`src/rtl/norm_seq.sv`:
```
// norm_seq: sequences the two-phase normalization unit.
//
// A job of N rows runs in three phases:
//   ACC : read psum rows 0..N-1 on consecutive cycles; each row is sent to
//         the normalizer as an acc beat one cycle after its read.
//   GAP : ACC_GAP quiet cycles so the normalizer's sum-FIFO write lands.
//   DIV : re-read each row (one read every 1+DIV_GAP cycles), send it as a
//         div beat, then write the normalizer's answer to output memory at
//         the same row address. Read, div beat and write for successive rows
//         overlap in flight but stay strictly in order.
// A one-cycle DONE state follows, then IDLE.
//
// Ports:
//   clk, reset        clock, synchronous active-high reset
//   start, num_rows   one-cycle job request with row count (clamped to MAX_ROWS)
//   busy, done        job in progress / one-cycle completion pulse
//   pmem_rd/addr/data psum memory read port (data valid cycle after rd)
//   acc, div, sfp_in  beats and row data to the normalizer
//   sfp_out           normalized row, valid cycle after a div beat
//   omem_wr/addr/data output memory write port
//   dbg_state         current FSM state, for observation only
//
// Handshake: no back-pressure. Every strobe (pmem_rd, acc, div, omem_wr) is
// a single-cycle event that the receiver must accept in that cycle; data
// buses carry zero whenever their strobe is low.
module norm_seq #(
    parameter int ROW_W    = 128,
    parameter int ADDR_W   = 4,
    parameter int MAX_ROWS = 16,
    parameter int ACC_GAP  = 3,
    parameter int DIV_GAP  = 1
) (
    input  logic              clk,
    input  logic              reset,
    input  logic              start,
    input  logic [4:0]        num_rows,
    output logic              busy,
    output logic              done,
    output logic              pmem_rd,
    output logic [ADDR_W-1:0] pmem_addr,
    input  logic [ROW_W-1:0]  pmem_data,
    output logic              acc,
    output logic              div,
    output logic [ROW_W-1:0]  sfp_in,
    input  logic [ROW_W-1:0]  sfp_out,
    output logic              omem_wr,
    output logic [ADDR_W-1:0] omem_addr,
    output logic [ROW_W-1:0]  omem_data,
    output logic [2:0]        dbg_state
);

    localparam logic [2:0] S_IDLE = 3'd0;
    localparam logic [2:0] S_ACC  = 3'd1;
    localparam logic [2:0] S_GAP  = 3'd2;
    localparam logic [2:0] S_DIV  = 3'd3;
    localparam logic [2:0] S_DONE = 3'd4;

    localparam int CNT_W = 5;

    logic [2:0]        state_q, state_d;
    logic [CNT_W-1:0]  n_q, n_d;
    logic [CNT_W-1:0]  row_cnt_q, row_cnt_d;
    logic [7:0]        gap_cnt_q, gap_cnt_d;
    logic [7:0]        pace_q, pace_d;
    logic              acc_q, acc_d;
    logic              div_q, div_d;
    logic [ADDR_W-1:0] div_addr_q, div_addr_d;
    logic              wr_q, wr_d;
    logic [ADDR_W-1:0] wr_addr_q, wr_addr_d;

    logic              rd;
    logic [ADDR_W-1:0] rd_addr;

    always_comb begin
        state_d    = state_q;
        n_d        = n_q;
        row_cnt_d  = row_cnt_q;
        gap_cnt_d  = gap_cnt_q;
        pace_d     = pace_q;
        acc_d      = 1'b0;
        div_d      = 1'b0;
        div_addr_d = div_addr_q;
        // The write stage always trails the div beat by one cycle.
        wr_d       = div_q;
        wr_addr_d  = div_addr_q;
        rd         = 1'b0;
        rd_addr    = '0;

        case (state_q)
            S_IDLE: begin
                if (start) begin
                    row_cnt_d = '0;
                    gap_cnt_d = '0;
                    pace_d    = '0;
                    if (num_rows == 5'd0) begin
                        n_d     = '0;
                        state_d = S_DONE;
                    end else if (num_rows > 5'(MAX_ROWS)) begin
                        n_d     = CNT_W'(MAX_ROWS);
                        state_d = S_ACC;
                    end else begin
                        n_d     = num_rows;
                        state_d = S_ACC;
                    end
                end
            end

            S_ACC: begin
                rd      = 1'b1;
                rd_addr = ADDR_W'(row_cnt_q);
                acc_d   = 1'b1;
                if (row_cnt_q == n_q - 5'd1) begin
                    row_cnt_d = '0;
                    gap_cnt_d = '0;
                    state_d   = S_GAP;
                end else begin
                    row_cnt_d = row_cnt_q + 5'd1;
                end
            end

            // GAP is entered on the cycle of the last acc beat, so it lasts
            // ACC_GAP+1 cycles to leave ACC_GAP quiet cycles after that beat.
            S_GAP: begin
                if (gap_cnt_q == 8'(ACC_GAP)) begin
                    pace_d  = '0;
                    state_d = S_DIV;
                end else begin
                    gap_cnt_d = gap_cnt_q + 8'd1;
                end
            end

            S_DIV: begin
                if (row_cnt_q != n_q) begin
                    if (pace_q == 8'd0) begin
                        rd         = 1'b1;
                        rd_addr    = ADDR_W'(row_cnt_q);
                        div_d      = 1'b1;
                        div_addr_d = ADDR_W'(row_cnt_q);
                        row_cnt_d  = row_cnt_q + 5'd1;
                        pace_d     = 8'(DIV_GAP);
                    end else begin
                        pace_d = pace_q - 8'd1;
                    end
                end else if (wr_q && !div_q) begin
                    // All reads issued and the final write is on the bus now.
                    state_d = S_DONE;
                end
            end

            S_DONE: begin
                state_d = S_IDLE;
            end

            default: begin
                state_d = S_IDLE;
            end
        endcase
    end

    always_ff @(posedge clk) begin
        if (reset) begin
            state_q    <= S_IDLE;
            n_q        <= '0;
            row_cnt_q  <= '0;
            gap_cnt_q  <= '0;
            pace_q     <= '0;
            acc_q      <= 1'b0;
            div_q      <= 1'b0;
            div_addr_q <= '0;
            wr_q       <= 1'b0;
            wr_addr_q  <= '0;
        end else begin
            state_q    <= state_d;
            n_q        <= n_d;
            row_cnt_q  <= row_cnt_d;
            gap_cnt_q  <= gap_cnt_d;
            pace_q     <= pace_d;
            acc_q      <= acc_d;
            div_q      <= div_d;
            div_addr_q <= div_addr_d;
            wr_q       <= wr_d;
            wr_addr_q  <= wr_addr_d;
        end
    end

    assign busy      = (state_q == S_ACC) || (state_q == S_GAP) || (state_q == S_DIV);
    assign done      = (state_q == S_DONE);
    assign pmem_rd   = rd;
    assign pmem_addr = rd_addr;
    assign acc       = acc_q;
    assign div       = div_q;
    assign sfp_in    = (acc_q || div_q) ? pmem_data : '0;
    assign omem_wr   = wr_q;
    assign omem_addr = wr_q ? wr_addr_q : '0;
    assign omem_data = wr_q ? sfp_out : '0;
    assign dbg_state = state_q;

endmodule

```
`config.mk`:
```
export PLATFORM = sky130hd
export DESIGN_NAME = norm_seq
export DESIGN_NICKNAME = d
export VERILOG_FILES = /design/src/rtl/norm_seq.sv
export SDC_FILE = /design/constraint.sdc
export NUM_CORES = 1
export LEC_CHECK = 0
export CAP_MARGIN = 20
export CORE_AREA = 2 2 211 213
export CTS_CLUSTER_SIZE = 12
export DETAILED_ROUTE_END_ITERATION = 12
export DIE_AREA = 0 0 213 215
export PLACE_DENSITY = 0.38
export REMOVE_ABC_BUFFERS = 1
export SLEW_MARGIN = 20
export SYNTH_ARGS = -nofsm -noshare
export SYNTH_HDL_FRONTEND = slang
export SYNTH_SLANG_ARGS = --single-unit
```
`constraint.sdc`:
```
create_clock -name clk -period 3.9 [get_ports clk]
set_input_delay 1.17 -clock clk [delete_from_list [all_inputs] [get_ports clk]]
set_output_delay 1.17 -clock clk [all_outputs]
set_load 0.02 [all_outputs]
```
Word-level counts from Yosys, hierarchy flattened:

Cells that the tools add are included.

* bits in latches: 0
* flip-flop bits (word level): 40
* word-level logic and storage cells: 81
* memories kept: 0
* ROM bits: 0
* input port bits: 264
* bits in writable memories: 0

* $lt $le $gt $ge: 1
* bitwise logic cells: 1
* add/sub/neg operators: 4
* eq/ne operators: 15
* muxes and demuxes: 32
* multipliers: 0
* shift-type cells: 0
* reductions and logical operators: 18
* div/mod/pow operators: 0

Operators with widths (number)
* 128-bit 2-to-1 mux: 2
* 8-bit 2-to-1 mux: 6
* 8-bit case mux with 3 select lines: 2
* 5-bit 2-to-1 mux: 6
* 3-bit 2-to-1 mux: 6
* 2-bit inequality test (second input constant): 8
* 5-bit case mux with 3 select lines: 1
* 4-bit 2-to-1 mux: 3
* 3-bit case mux with 4 select lines: 1
* 4-bit AND reduction: 3
* 3-bit nonzero test: 3
* 8-bit by 1-bit adder with 8-bit output (second input constant): 1
* 8-bit by 2-bit == test with 1-bit output (second input constant): 1
* 8-bit zero test: 1
* 4-bit case mux with 2 select lines: 1
* 8-bit by 1-bit subtractor with 8-bit output (second input constant): 1
* 3-bit by 2-bit == test with 1-bit output (second input constant): 2
* 5-bit by 1-bit adder with 5-bit output (second input constant): 1
* 5-bit == test: 1
* 5-bit greater-than comparator (second input constant): 1
* 5-bit zero test: 1
* 5-bit inequality test: 1
* 5-bit AND reduction: 1
* 5-bit by 1-bit subtractor with 5-bit output (second input constant): 1
* other kinds (12): 16

Depth between registers and ports, before layout:

Gate-level depths: netlist (run 1).

* depth after elaboration: 5
* mapped depth: 8
* gate-level depth less buffers: 8

Least setup slack after synthesis (run 1):

Ideal clock, no wire load.

* path kind: reg2out
* start point: reg pace_q[0]
* end point: out pmem_addr[0]
* arrival: 2.019 ns
* cell stages (with the launch flop): 8
* path slack: 0.711 ns
* buffers on the path: 0
* required time: 2.730 ns
* path through: dfxtp_1 -> inv_1 -> ha_1 -> nor3b_1 -> nand2_1 -> a21o_1 -> a21oi_1 -> and2_1

* longest elaborated chain between the ends: 4

RTL lines
* from (decl): line 64 `logic [7:0] pace_q, pace_d;`
* from (signal assigned): line 177 `pace_q <= pace_d;`
* 8-bit zero test: line 134 `if (pace_q == 8'd0) begin`
* 4-bit 2-to-1 mux: line 134
* 4-bit 2-to-1 mux: line 133 `if (row_cnt_q != n_q) begin`
* 4-bit case mux with 2 select lines: line 89 `case (state_q)`
* to (decl): line 40 `output logic [ADDR_W-1:0] pmem_addr,`

Every way passes these cells.

Worst setup path in the final report (run 1):

* start point: in pmem_data[16]
* end point: out sfp_in[16]

* longest elaborated chain between the ends: 1

RTL lines
* from (decl): line 41 `input logic [ROW_W-1:0] pmem_data,`
* 128-bit 2-to-1 mux: line 192 `assign sfp_in = (acc_q || div_q) ? pmem_data : '0;`
* to (decl): line 44 `output logic [ROW_W-1:0] sfp_in,`

Every way passes these cells.

==> out/metrics.cfg, run 1 <==
[global_routing]
grt_max_degree=133
gr-total-overflow=0
grt_pass1_vias=5134
antenna_found_initial=0
grt_pass1_wl_um=34800
grt_util_all_layers_pct=9.98

[synth]
yosys-top-cells-area=and2_1 23%, nor2b_1 22%, dfxtp_1 21%, clkbuf_1 3.8%, a21oi_1 3.7%
synth_compound_area_share_pct=10.4
synth_edf_count=0
ys_seq_elements=40
synth_fa_ha_area_share_pct=1.32
synth_top_family_by_area=simple AND/OR/NAND/NOR gates
synth_cells=544
ys_async_sr_fraction_pct=0
syn-cell-area_um2=3780
yosys_warnings=0
yosys-mux-area-fraction_pct=1.59
avgSynthCellArea_um2=6.95
ys_seq_area_share_pct=21.2
synth_cell_types=44
synth-simple-area-share_pct=58.7
synth_top_area_share_pct=23.2
yosysTopAreaCell=and2_1
synth-main-ff-cell=dfxtp_1
synthXorXnorAreaFrac_pct=2.08

[detailed_routing]
vias_per_cell=3.30
dr.pass1.iters=4
wl_um=25200
drt_iter0_drc=189
postRouteAntennaNets=0
vias=5458
wl_per_cell_um=15.2
drc_errors=0

[final_layout]
multi_input_area_um2=2820
ff_latch_area_um2=802
area_growth_syn_to_layout_pct=166
fin_nets=1329
n_antenna_cell=0
drive_gt1_share_pct=2.64
final_area_um2=10100
final.fill_count=4808

[sta]
worst_slack_ns=0.154
slew_violations=0
max_freq_mhz=267
worst_pin_slew_ns=0.830
setup_viol=0
max-slew-margin-rel_pct=44.2
period_needed_ns=3.75
min_period_over_period_pct=96.1
finClkSkew_ns=0.00302
rsz0062_at_grt=false
hold_viol_final=0

[clock_tree]
clock_latency_ns=0.28
postCtsSetupBuffers=0
cts.clk_slew.worst_paths_ns=0.06
h-tree-depth=2
clk_path_buf_depth=2
cts_tree=yes
clkSinkCount=40
cts-buffers-inserted=5
root_buffer=clkbuf_16

[worst_hold_path]
min_from=div_addr_q[2]$_SDFFE_PP0P_
hp-class=reg -> reg

[place]
place_area_um2=9880
place_ws_ns=0.178
dp_hpwl_um=21400
port-buffer-count=536
globalplace.congestion=0.842

[die]
die_area_um2=45800
ios=537
die_h_um=215
num_rows=77
core-area_um2=43600
start_util_pct=8.67
die_w_um=213

[power]
p_leak_nw=3.44
ir_drop_uv=170
powerDensity_nw_per_um2=206
total_power_w=0.00207

[worst_setup_path]
crit_type=in -> out
r2r-start=n_q[0]$_SDFFE_PP0P_
cp.arrival_ns=2.58
startpoint_type=primary input
crit_fanout=1
required_ns=2.73
critPathCaptureType=primary output
startpoint=pmem_data[16]

[status]
outcome=completed

[job]
cap_viol_max_count=0

-- cell usage after synthesis, types with 3 or more instances --
master	n
nand3b_1	6
xnor2_1	4
xor2_1	5
a211oi_1	6
a21oi_1	28
nor4_1	5
and2_1	140
nor3_1	8
nor2b_1	134
inv_1	9
nand3_1	10
clkbuf_1	38
nand4_1	3
o21ai_0	12
mux2i_1	6
nand2_1	22
or3_1	4
nor2_1	28
ha_1	4
dfxtp_1	40
-- placed cells by master, fill, tap and decap left out, types with 3 or more instances in the layout --
master	n
dfxtp_1	39
nand2_1	22
nor2_1	27
nor2b_1	134
clkdlybuf4s50_1	534
nand3b_1	6
or3_1	4
nor3_1	8
xnor2_1	4
a21oi_1	28
buf_12	3
a211oi_1	6
nand4_1	3
o21ai_0	12
nand3_1	10
nor4_1	4
ha_1	4
mux2i_1	6
buf_4	11
and2_1	140
clkbuf_16	5
inv_1	9
xor2_1	5
-- what timing repair did --
item / in CTS / in global routing
hold buffers: 0 / 0
endpoints found under the setup margin: 0 / 4
resized for setup: 0 / 3
-- cell families (layout without fill, tap and decap cells) --
group | count (synthesis) | after routing
AO/OA/AOI/OAI | 63 | 63
XOR/XNOR | 9 | 9
adder cells (fa/ha/maj) | 4 | 4
buffers and inverters | 48 | 566
flip-flops | 40 | 40
multiplexers | 6 | 6
AND/OR/NAND/NOR | 374 | 374
-- power by group --
| part | leakage (nW) | total [W] | switching [W] | internal, W |
|---|---|---|---|---|
| clock network | 0.0808 | 0.000471 | 0.000169 | 0.000301 |
| registers | 0.324 | 0.000445 | 0.0000193 | 0.000425 |
| logic | 3.03 | 0.00115 | 0.000549 | 0.000604 |
-- area by class of cell --
class	instances	share of cell area, %
clock buffer	6	1.28
inverter	9	0.336
timing repair buffer	549	54.7
multi-input combinational	456	28.0
tap	592	7.36
sequential	40	7.97
clock inverter	2	0.348
-- worst paths after layout --
path                               endpoint  slack, ns  cells past startpoint
hold / removal      wr_addr_q[2]$_SDFF_PP0_       0.47                      1
hold reg to reg     wr_addr_q[2]$_SDFF_PP0_       0.47                      1
setup / recovery                 sfp_in[16]       0.15                      3
setup reg to reg  dbg_state[0]$_SDFFE_PP0P_       1.58                      8
-- through the flow --
stage,setup TNS (ns),utilization (%),hold slack [ns],cells
after floorplan,-282.96,-,0.437,505
after global placement,0,22.6,0.458,1646
after detailed placement,0,22.6,0.454,1646
after CTS,0,23.0,0.467,1654
after global routing,0,23.0,0.485,1654
final,0,23.0,0.466,1654
-- metal layers --
| metal | vias to the layer above | global-route usage [%] | part of all wire [%] |
|---|---|---|---|
| li1 | 2788 | - | - |
| met1 | 2458 | 12.3 | 41 |
| met2 | 206 | 18.7 | 52 |
| met3 | 6 | 1.55 | 6.4 |
| met4 | 0 | 0.862 | 0.30 |
| met5 | - | 0 | 0 |
-- critical path, stage by stage --
cell and delay [ns]:
clkdlybuf4s50_1 0.54, nor2b_1 0.15, clkdlybuf4s50_1 0.71
-- state kept, by name, summed over array words and instances (netlist names) --
signal      cells
gap_cnt_q       8
row_cnt_q       5
acc             1
div             1
n_q             5
omem_wr         1
pace_q          8
div_addr_q      4
wr_addr_q       4
dbg_state       3
No activity file was read; power rests on OpenSTA's default activity.
==> run 2, diff against run 1 <==
Settings changed: CAP_MARGIN 20 to unset.
==> results of run 2 <==
No change in the layout: final DEF, timing and power equal those of run 1.
==> run 3, diff against run 2 <==
Settings changed: CORE_AREA 2 2 211 213 to 2 2 208 210, CTS_CLUSTER_SIZE 12 to 24, DIE_AREA 0 0 213 215 to 0 0 210 212, PLACE_DENSITY 0.38 to 0.4.
Clock period 3.9 ns to 3.3 ns, I/O delays scaled along.
==> out/metrics.cfg, run 3 (synthesized netlist as in run 1, its figures left out) <==
[detailed_routing]
vias=5474  ; +0.29%
drc_errors=0  ; unchanged
vias_per_cell=3.38  ; +2.5%
drt_iter0_drc=202  ; +6.9%
wl_um=25400  ; +0.74%
wl_per_cell_um=15.7  ; +2.9%
postRouteAntennaNets=0  ; unchanged
dr.pass1.iters=4  ; unchanged

[worst_setup_path]
cp.arrival_ns=2.29  ; -0.29 ns
crit_path_max_incr_delay_ns=0.46  ; -0.25 ns
required_ns=2.31  ; -0.42 ns
r2r-start=n_q[0]$_SDFFE_PP0P_
critPathSlowestCell=clkdlybuf4s50_1
crit_fanout=1  ; unchanged
r2r_end=dbg_state[0]$_SDFFE_PP0P_
cp_cell_sequence=clkdlybuf4s50_1, nor2b_1, dlygate4sd2_1
crit_type=in -> out
r2r_cells=8  ; unchanged
rrSetupSlack_ns=0.97  ; -0.61 ns
cp_top_family=buffers and inverters
cp_num_buf_inv=2  ; unchanged
startpoint_type=primary input
critPathCaptureType=primary output

[sta]
slew_violations=0  ; unchanged
rsz0062_at_grt=false
worst_pin_slew_ns=0.717  ; -0.113 ns
hold_viol_final=0  ; unchanged
min_period_over_period_pct=99.4
fin_hold_ws_ns=0.464  ; -0.00147 ns
max_freq_mhz=305
period_needed_ns=3.28
max-slew-margin-rel_pct=51.8  ; +7.6 points
setup_viol=0  ; unchanged
finClkSkew_ns=0.00604  ; +0.00302 ns
setup_tns_ns=0  ; unchanged

[die]
start_util_pct=8.90  ; +0.23 points
num_rows=76  ; -1.3%
core-area_um2=42500  ; -2.6%
die_area_um2=44500  ; -2.8%
die_h_um=212  ; -1.4%
die_w_um=210  ; -1.4%
ios=537  ; unchanged

[place]
dp_hpwl_um=21800  ; +2.0%
globalplace.congestion=0.839  ; -0.40%
place_area_um2=9900  ; +0.15%
port-buffer-count=536  ; unchanged

[clock_tree]
clk_path_buf_depth=2  ; unchanged
h-tree-depth=2  ; unchanged
cts_hold_buf=0  ; unchanged
cts.clk_slew.worst_paths_ns=0.06  ; about the same
cts_tree=yes
cts-buffers-inserted=5  ; unchanged
root_buffer=clkbuf_16
clkSinkCount=40  ; unchanged
postCtsSetupBuffers=0  ; unchanged
clock_latency_ns=0.29  ; about the same

[worst_hold_path]
whs_path_depth=1  ; unchanged
hp-class=reg -> reg
min_to=wr_addr_q[2]$_SDFF_PP0_
min_from=div_addr_q[2]$_SDFFE_PP0P_

[job]
cap_viol_max_count=0  ; unchanged

[status]
outcome=completed

[power]
power_frac_seq_pct=21.3  ; -0.2 points
intPower_w=0.00157  ; +18%
p_leak_nw=3.63  ; +5.7%
clkPwrFrac_pct=23.2  ; +0.4 points
p_sw_w=0.000874  ; +18%
ir_drop_uv=189  ; +11%
p_sw_share_pct=35.7  ; +0.038 points
powerDensity_nw_per_um2=243  ; +18%
total_power_w=0.00245  ; +18%
combPwrFrac_pct=55.5  ; -0.2 points

[global_routing]
grt_pass1_vias=5240  ; +2.1%
grt_util_all_layers_pct=10.3  ; +0.32 points
grt_max_degree=71  ; -47%
grt_pass1_wl_um=34900  ; +0.14%
gr-total-overflow=0  ; unchanged
antenna_found_initial=0  ; unchanged

[final_layout]
drive_gt1_share_pct=4.19  ; +1.6 points
final_area_um2=10100  ; +0.32%
mostFrequentLayoutCells=519 x clkdlybuf4s50_1, 140 x and2_1, 134 x nor2b_1
top_regs=gap_cnt_q: 8 flops, pace_q: 8 flops
final_common_cell=clkdlybuf4s50_1
n_antenna_cell=0  ; unchanged
final.fill_count=4622  ; -3.9%
area_growth_syn_to_layout_pct=167
fin_nets=1340  ; +0.83%

run 3: cell count changes in the layout (fill, tap and decap cells not counted), sizes merged:
cell,change
buf,+16
clkbuf,-1
clkdlybuf4s15,+1
clkdlybuf4s50,-15
clkinv,-1
clkinvlp,+1
dlygate4sd2,+2
dlymetal6s2s,+7
inv,+1
run 3: power by group through the flow:
stage / clock network (W) / registers [W] / logic, W
3_5_place_dp: 0 / 0.000532 / 0.00138
6_report: 0.000568 / 0.000520 / 0.00136
2_1_floorplan: 0 / 0.000553 / 0.000542
4_1_cts: 0.000590 / 0.000521 / 0.00138
3_3_place_gp: 0 / 0.000532 / 0.00138
5_1_grt: 0.000610 / 0.000524 / 0.00145
run 3: how the worst max path moves through the flow:
stage / end / cells after the start / slack, ns / from
3_3_place_gp: sfp_in[15] / 3 / -0.21 / pmem_data[15]
6_report: sfp_in[15] / 3 / 0.02 / pmem_data[15]
2_1_floorplan: sfp_in[0] / 2 / -2.63 / acc$_SDFF_PP0_
4_1_cts: sfp_in[102] / 3 / 0.007 / pmem_data[102]
3_5_place_dp: sfp_in[15] / 3 / -0.22 / pmem_data[15]
5_1_grt: sfp_in[83] / 3 / 0.001 / pmem_data[83]
run 3: area by class of cell:
cell class | count | area (um2) | share of cell area [%]
Multi-Input combinational cell | 456 | 2810 | 27.9
Sequential cell | 40 | 805 | 7.97
Tap cell | 546 | 683 | 6.77
Clock buffer | 5 | 125 | 1.24
Inverter | 9 | 33.8 | 0.335
Timing Repair Buffer | 560 | 5590 | 55.4
Clock inverter | 3 | 46.3 | 0.459
run 3: worst register-to-register path, delay by kind of cell (launching register included):
kind | cells | cell delay (ns)
compound gates | 3 | 1.02
fa+ha+maj | 1 | 0.24
buf+inv | 1 | 0.06
flops | 1 | 0.39
mux | 1 | 0.20
simple gates | 2 | 0.35
run 3: timing repair:
| item | CTS | global route |
|---|---|---|
| setup endpoints to repair | 3 | 10 |
| gates resized for setup | 5 | 9 |
| endpoints found under the hold margin | 0 | 0 |
run 3: metal layers:
metal  vias up  global-route usage, %  routed length, um
li1       2809                      -                  -
met1      2476                   12.1              10200
met2       181                   19.6              13500
met3         8                   2.36               1540
met4         0                  0.954                116
met5         -                      0                  0
run 3: per-stage QoR:
| stage | setup WS (ns) | util (%) | cells |
|---|---|---|---|
| 2_1_floorplan | -2.63 | - | 505 |
| 3_3_place_gp | -0.214 | 23.3 | 1611 |
| 3_5_place_dp | -0.220 | 23.3 | 1611 |
| 4_1_cts | 0.00651 | 23.7 | 1619 |
| 5_1_grt | 0.000967 | 23.7 | 1619 |
| 6_report | 0.0191 | 23.7 | 1619 |
